--- src/rtl/mest_pro_display_scan.sv ---
// mest_pro_display_scan: multiplexed 7-segment digit scanner with frame-synchronous
// value updates, dead time between digits and optional leading-zero blanking.
module mest_pro_display_scan #(
    parameter int DIGITS        = 4,
    parameter int REFRESH_DIV   = 1000,
    parameter int BLANK_LEADING = 1
) (
    input  logic                clk,
    input  logic                rst_n,
    input  logic                i_output_enable,
    input  logic [4*DIGITS-1:0] i_data,
    output logic [3:0]          o_nibble,
    output logic [DIGITS-1:0]   o_digit_en,
    output logic                o_frame_done
);
    localparam int CW = $clog2(REFRESH_DIV);
    localparam int IW = DIGITS > 1 ? $clog2(DIGITS) : 1;

    typedef enum logic {IDLE, SCAN} state_e;

    state_e              state_q, state_d;
    logic [CW-1:0]       cnt_q, cnt_d;
    logic [IW-1:0]       idx_q, idx_d, nib_idx_q;
    logic [4*DIGITS-1:0] shadow_q, shadow_d, pend_q, pend_d;
    logic                pend_valid_q, pend_valid_d;
    logic [3:0]          nibble_q, nibble_d;
    logic [DIGITS-1:0]   en_q, en_d, blank;
    logic                nib_act_q, done_q, done_d, zero_run;
    logic                tc, last, wrap;

    assign tc   = cnt_q == CW'(REFRESH_DIV - 1);
    assign last = idx_q == IW'(DIGITS - 1);
    assign wrap = state_q == SCAN && tc && last;

    always_ff @(posedge clk or negedge rst_n)
        if (!rst_n) state_q <= IDLE;
        else state_q <= state_d;

    always_comb state_d = (state_q == IDLE && i_output_enable) ? SCAN : state_q;

    // A digit is blanked when it and every more significant nibble are zero.
    always_comb begin
        blank    = '0;
        zero_run = 1'b1;
        for (int k = DIGITS - 1; k >= 0; k--) begin
            zero_run = zero_run && shadow_q[4*k +: 4] == 4'h0;
            blank[k] = BLANK_LEADING != 0 && zero_run && k > 0;
        end
    end

    always_comb begin
        cnt_d        = cnt_q;
        idx_d        = idx_q;
        shadow_d     = shadow_q;
        pend_d       = pend_q;
        pend_valid_d = pend_valid_q;
        if (state_q == IDLE) begin
            if (i_output_enable) begin
                shadow_d = i_data;
                cnt_d    = '0;
                idx_d    = '0;
            end
        end else begin
            cnt_d = tc ? '0 : cnt_q + CW'(1);
            if (tc) idx_d = last ? '0 : idx_q + IW'(1);
            if (wrap) begin
                shadow_d     = i_output_enable ? i_data : pend_valid_q ? pend_q : shadow_q;
                pend_valid_d = 1'b0;
            end else if (i_output_enable) begin
                pend_d       = i_data;
                pend_valid_d = 1'b1;
            end
        end
    end

    // Digit enable follows the nibble by one cycle and stays dark whenever idx just moved.
    always_comb begin
        nibble_d = state_q == SCAN ? shadow_q[4*idx_q +: 4] : 4'h0;
        en_d     = (nib_act_q && nib_idx_q == idx_q && !blank[nib_idx_q]) ? DIGITS'(1) << nib_idx_q : '0;
        done_d   = wrap;
    end

    always_ff @(posedge clk or negedge rst_n)
        if (!rst_n) begin
            cnt_q        <= '0;
            idx_q        <= '0;
            nib_idx_q    <= '0;
            shadow_q     <= '0;
            pend_q       <= '0;
            pend_valid_q <= 1'b0;
            nibble_q     <= '0;
            nib_act_q    <= 1'b0;
            en_q         <= '0;
            done_q       <= 1'b0;
        end else begin
            cnt_q        <= cnt_d;
            idx_q        <= idx_d;
            nib_idx_q    <= idx_q;
            shadow_q     <= shadow_d;
            pend_q       <= pend_d;
            pend_valid_q <= pend_valid_d;
            nibble_q     <= nibble_d;
            nib_act_q    <= state_q == SCAN;
            en_q         <= en_d;
            done_q       <= done_d;
        end

    assign o_nibble     = nibble_q;
    assign o_digit_en   = en_q;
    assign o_frame_done = done_q;
endmodule
--- config.mk ---
export PLATFORM = sky130hd
export DESIGN_NAME = mest_pro_display_scan
export DESIGN_NICKNAME = d
export VERILOG_FILES = /design/src/rtl/mest_pro_display_scan.sv
export SDC_FILE = /design/constraint.sdc
export NUM_CORES = 1
export LEC_CHECK = 0
export ABC_AREA = 0
export CELL_PAD_IN_SITES_DETAIL_PLACEMENT = 1
export CELL_PAD_IN_SITES_GLOBAL_PLACEMENT = 1
export CORE_MARGIN = 2
export CORE_UTILIZATION = 42
export DETAILED_ROUTE_END_ITERATION = 12
export PLACE_DENSITY = 0.84
export SYNTH_ARGS = -nofsm -noshare
export SYNTH_HDL_FRONTEND = slang
export SYNTH_SLANG_ARGS = --single-unit
--- constraint.sdc ---
create_clock -name clk -period 1.9 [get_ports clk]
set_input_delay 0.475 -clock clk [delete_from_list [all_inputs] [get_ports clk]]
set_output_delay 0.475 -clock clk [all_outputs]
set_load 0.02 [all_outputs]
==> metrics, run 1 <==
status=finished, final reports clean; leading post-synthesis cells by cell area=dfrtp_1, mux2_2, mux2_4; # DRC=0; worst-skew pair later-pin latency=between 0.3 and 0.4 ns; critical path type=flop to flop; # rows=29; Synth cell types=between 40 and 50; vias in the first global route=about 2,000; # Post-CTS Setup Buffers=0; H-tree level count=3; critical path cell sequence=ha_1 > and4bb_4 > nand4_4 > a21oi_4 > buf_12 > mux2_2; clock sinks=slightly below 60; first-pass GRT wire length=10,200 um; CTS max path bufs=2; TritonCTS clock tree=built; CP peak stage delay=0.38 ns; final setup fails=0; PortBufs=27; Worst Hold Slack=0.117 ns; final worst-path cycle share=0.952; total power=3480 uW; Yosys top cell by area=dfrtp_1; setup TNS=0 ns; CP endpoint kind=flop; maximum number of pins on one net before global-route repair=just under 60; layout cells sized above 1=0.368; ANT nets after route=0; Mapped Cells=around 200; Seq/Total Area, Yosys=0.529; Die ar.=~7200 um2; Slew HR=0.726; Peak VDD IR=667 uV; Worst Setup Start Kind=flop; root buffer cell=clkbuf_8; critical path's slowest cell=dfrtp_1; delay-heaviest family, CP=simple AND/OR/NAND/NOR gates; core box area=between 6000 and 7000 um2; GP Congestion=~0.76; final wirelength=between 6000 and 7000 um; Mapped Nets=roughly 220; I/O pin total=28; starting density of the core=0.434; crit path DAT=slightly above 2 ns; GRT Util Overall=0.186; dpl hpwl=4120 um; placed cell areas=~3200 um2; DRT iter0 DRCs=82; GR Overflow Total=0; post-DR vias/cell=roughly 5.6; leakage power total=about 0.0014 uW; count leader, synth=dfrtp_1; max_cap viols=0; hold crit path type=input port to asynchronous set/reset pin; post-synthesis async set-or-reset flop share=1.00; Num CTS Buffers=9; post-synthesis average cell area=13.6 um2; ys flop type=dfrtp_1; DR vias=between 1,500 and 2,000; worst-path fanout max=16; Total Nets Final=266; Synth Register Bits=between 50 and 60; Critical Path RT=around 2.1 ns; design area=~3400 um2; post-cts resize count=0; RSZ-0062 raised after global routing=false; CTS hold repair buffers=0; minimum clock period=1.81 ns; diode count=0; Clock Skew=about 0.012 ns; initial antenna violation count=0; Clk pin slew, worst setup/hold paths=around 0.070 ns; Buf+Inv Stages, Crit Path=1; WL per Instance=about 19 um; Final Hold Violating Endpoints=0; Synth top area share=0.529; die width=84.8 um; synth-to-layout area growth=23.4%; Peak Freq=roughly 0.55 GHz; synthesized area=approximately 2700 um2; EDFF count, synth=0; DR pass1 iterations=4; worst slew pin tran=between 0.4 and 0.5 ns; final slew viol count=0; Yosys warning count=0; Post-synth top cells=dfrtp_1, mux2_2, nand2_1; Power per Cell Area=slightly above 1000 nW/um2; Die Y=between 80 and 90 um
-- metrics by stage --
stage	std cells	setup WS, ns	utilization
5_1_grt	327	0.0102	0.536
6_report	327	0.0917	0.536
2_1_floorplan	202	0.0836	-
4_1_cts	327	0.0855	0.536
3_3_place_gp	311	-0.138	0.504
3_5_place_dp	311	-0.149	0.504
-- cells by family (layout without fill, tap and decap cells) --
group / Yosys count / after routing / share of synthesized area
DFF: 58 / 58 / 0.529
muxes: 54 / 54 / 0.251
adders and majority gates: 2 / 2 / 0.00913
buffers and inverters: 12 / 60 / 0.0342
xor gates and xnor gates: 2 / 2 / 0.00639
and+or+nand+nor: 55 / 55 / 0.117
AOI/OAI and AO/OA: 19 / 19 / 0.0525
-- cell type report --
cell class	instances	area, um2
Inverter	2	7.51
Timing Repair Buffer	42	428
Clock inverter	6	66.3
Multi-Input combinational cell	132	1200
Tap cell	77	96.3
Fill cell	644	2930
Sequential cell	58	1450
Clock buffer	10	138
-- where the power goes --
part / total [uW] / leakage [uW] / switching [uW] / internal (uW)
Clock: 1160 / 0.0000945 / 523 / 639
Combinational: 718 / 0.000630 / 306 / 412
Sequential: 1600 / 0.000706 / 161 / 1440
-- cells in the final DEF (no fill, tap or decap), types with 3 or more instances in the layout --
| master | Yosys | layout |
|---|---|---|
| dfrtp_1 | 58 | 58 |
| mux2_2 | 38 | 38 |
| clkdlybuf4s50_1 | 0 | 26 |
| nand2_1 | 12 | 12 |
| buf_4 | 2 | 11 |
| mux2_4 | 10 | 10 |
| clkbuf_8 | 1 | 10 |
| nor2_1 | 6 | 6 |
| and2_1 | 6 | 6 |
| nand3_1 | 6 | 6 |
| o21ai_0 | 6 | 6 |
| nor3_1 | 5 | 5 |
| mux4_2 | 4 | 4 |
| nand4_1 | 4 | 4 |
| buf_12 | 1 | 4 |
| or4_1 | 3 | 3 |
| clkinvlp_4 | 0 | 3 |
-- per-layer routing --
layer | global-route usage | share of wire
met1 | 0.239 | 0.46
met2 | 0.297 | 0.49
met3 | 0.0334 | 0.026
met4 | 0.102 | 0.026
met5 | 0 | 0
-- flip-flops by register name, indices dropped and copies added, names as in the netlist --
name          cells
shadow_q         16
cnt_q            10
o_frame_done      1
nib_idx_q         2
pend_valid_q      1
o_digit_en        4
o_nibble          4
nib_act_q         1
pend_q           16
state_q           1
idx_q             2
-- worst paths after layout --
path | from | slack, ns | end | depth (start not counted)
min in group clk | pend_q[9] | 0.51 | pend_q[9] | 1
worst max register to register | cnt_q[0] | 0.09 | shadow_q[10] | 6
worst min-delay path | rst_n | 0.12 | pend_q[7] | 2
worst max-delay path | cnt_q[0] | 0.09 | shadow_q[10] | 6
worst min register to register | pend_q[9] | 0.51 | pend_q[9] | 1
max in group asynchronous | rst_n | 1.52 | cnt_q[6] | 2
Note: power is estimated with default switching activity, not from simulation.
==> run 2, diff against run 1 <==
--- a/config.mk
+++ b/config.mk
@@ -9,9 +9,10 @@
 export CELL_PAD_IN_SITES_DETAIL_PLACEMENT = 1
 export CELL_PAD_IN_SITES_GLOBAL_PLACEMENT = 1
 export CORE_MARGIN = 2
-export CORE_UTILIZATION = 42
+export CORE_UTILIZATION = 31
 export DETAILED_ROUTE_END_ITERATION = 12
-export PLACE_DENSITY = 0.84
+export PLACE_DENSITY = 0.68
+export SETUP_SLACK_MARGIN = 0.05
 export SYNTH_ARGS = -nofsm -noshare
 export SYNTH_HDL_FRONTEND = slang
 export SYNTH_SLANG_ARGS = --single-unit
==> metrics, run 2 (synthesis results as in run 1) <==
multi-input gate area in the final layout=roughly 1200 um2; Final Hold Violating Endpoints=0; diode count=0; hold crit path type=input port to asynchronous set/reset pin; DP Cell Count=342; critical path type=flop to flop; Final Util=0.409; PortBufs=27; post-DR vias/cell=between 4 and 5; final non-filler cell total=between 300 and 400; CTS max path bufs=2; die width=98.0 um; Die Y=98.0 um; Worst Setup Start Kind=flop; critical path's slowest cell=dfrtp_1; max_cap viols=0; TritonCTS clock tree=built; Peak Freq=between 0.5 and 0.6 GHz; dpl hpwl=a little under 4000 um; Slew HR=0.757; # rows=34; status=finished, final reports clean; most common cell after layout, fill and taps aside=dfrtp_1; starting density of the core=0.317; final setup fails=0; total power=~3900 uW; worst-skew pair later-pin latency=between 0.3 and 0.4 ns; FF+latch area=about 1500 um2; first-pass GRT wire length=about 10,000 um; Peak VDD IR=around 280 uV; fill count=around 900; vias in the first global route=~1,900; initial antenna violation count=0; Total Nets Final=269; placed cell areas=approximately 3200 um2; Critical Path RT=approximately 2.1 ns; most frequent cells in the layout=dfrtp_1, mux2_2, clkdlybuf4s50_1; final slew viol count=0; worst-path fanout max=8; GR Overflow Total=0; Clock Skew=between 0.007 and 0.008 ns; leakage power total=~0.0015 uW; core box area=roughly 8600 um2; crit path DAT=around 2 ns; Largest regs=pend_q: 16 flops, shadow_q: 16 flops, cnt_q: 10 flops; CP peak stage delay=a little under 0.4 ns; CP endpoint kind=flop; root buffer cell=clkbuf_8; final wirelength=a little under 6000 um; worst slew pin tran=around 0.36 ns; RSZ-0062 raised after global routing=true; synth-to-layout area growth=28.8%; design area=about 3500 um2; critical path cell sequence=ha_2 > and4bb_4 > nand4_4 > a21oi_4 > clkbuf_16 > mux2_4; Clk pin slew, worst setup/hold paths=0.07 ns; minimum clock period=between 1.5 and 2 ns; maximum number of pins on one net before global-route repair=between 50 and 60; Die ar.=approximately 9600 um2; Num CTS Buffers=9; GP Congestion=around 0.74; H-tree level count=3; I/O pin total=28; DR pass1 iterations=4; clock sinks=58; ANT nets after route=0; GRT Util Overall=0.133; layout cells sized above 1=0.379; Power per Cell Area=1090 nW/um2; DRT iter0 DRCs=68; # DRC=0; final worst-path cycle share=0.958; WL per Instance=approximately 16 um; CTS hold repair buffers=0; DR vias=1,787
==> run 2: through the flow <==
stage | setup WS (ns) | TNS, ns | hold slack (ns)
final | 0.0794 | 0 | 0.124
after detailed placement | -0.171 | -3.93 | 0.490
after floorplan | 0.0836 | 0 | 0.179
after global routing | 0.00738 | 0 | 0.148
after global placement | -0.157 | -3.30 | 0.484
after CTS | 0.0792 | 0 | 0.127
==> run 2: worst paths after layout <==
check / from / to / slack (ns) / cells after the start
setup / recovery: cnt_q[0] / shadow_q[0] / 0.08 / 6
hold / removal: rst_n / pend_q[7] / 0.12 / 2
min in group clk: pend_q[10] / pend_q[10] / 0.50 / 1
setup reg to reg: cnt_q[0] / shadow_q[0] / 0.08 / 6
hold reg to reg: pend_q[10] / pend_q[10] / 0.50 / 1
max in group asynchronous: rst_n / o_digit_en[0] / 1.52 / 2
==> run 2: final cells by class <==
| type | instances | area share |
|---|---|---|
| Sequential cell | 58 | 0.411 |
| Multi-Input combinational cell | 132 | 0.341 |
| Timing Repair Buffer | 45 | 0.132 |
| Clock buffer | 11 | 0.0400 |
| Tap cell | 108 | 0.0383 |
| Clock inverter | 5 | 0.0354 |
| Inverter | 2 | 0.00213 |
==> run 2: critical path, delay by kind of cell (launching register included) <==
kind,cells,cell delay (ns)
simple gates,2,0.38
compound gates,1,0.23
buf+inv,1,0.20
fa+ha+maj,1,0.20
flops,1,0.39
mux,1,0.30
==> run 2: routing by layer <==
| metal | up-vias | global-route usage | part of all wire |
|---|---|---|---|
| met2 | 25 | 0.194 | 0.47 |
| met5 | - | 0 | 0 |
| li1 | 837 | - | - |
| met3 | 8 | 0.0379 | 0.030 |
| met4 | 0 | 0.0609 | 0.017 |
| met1 | 917 | 0.184 | 0.48 |
==> run 2: power breakdown <==
group	total (uW)	switching [uW]	internal [uW]
Sequential	1610	169	1440
Clock	1530	493	1040
Combinational	730	307	423
Total	3870	969	2900
==> run 2: repair_timing <==
item | CTS | global route
gates resized for setup | 0 | 2
setup buffers | 0 | 2
setup endpoints to repair | 0 | 18
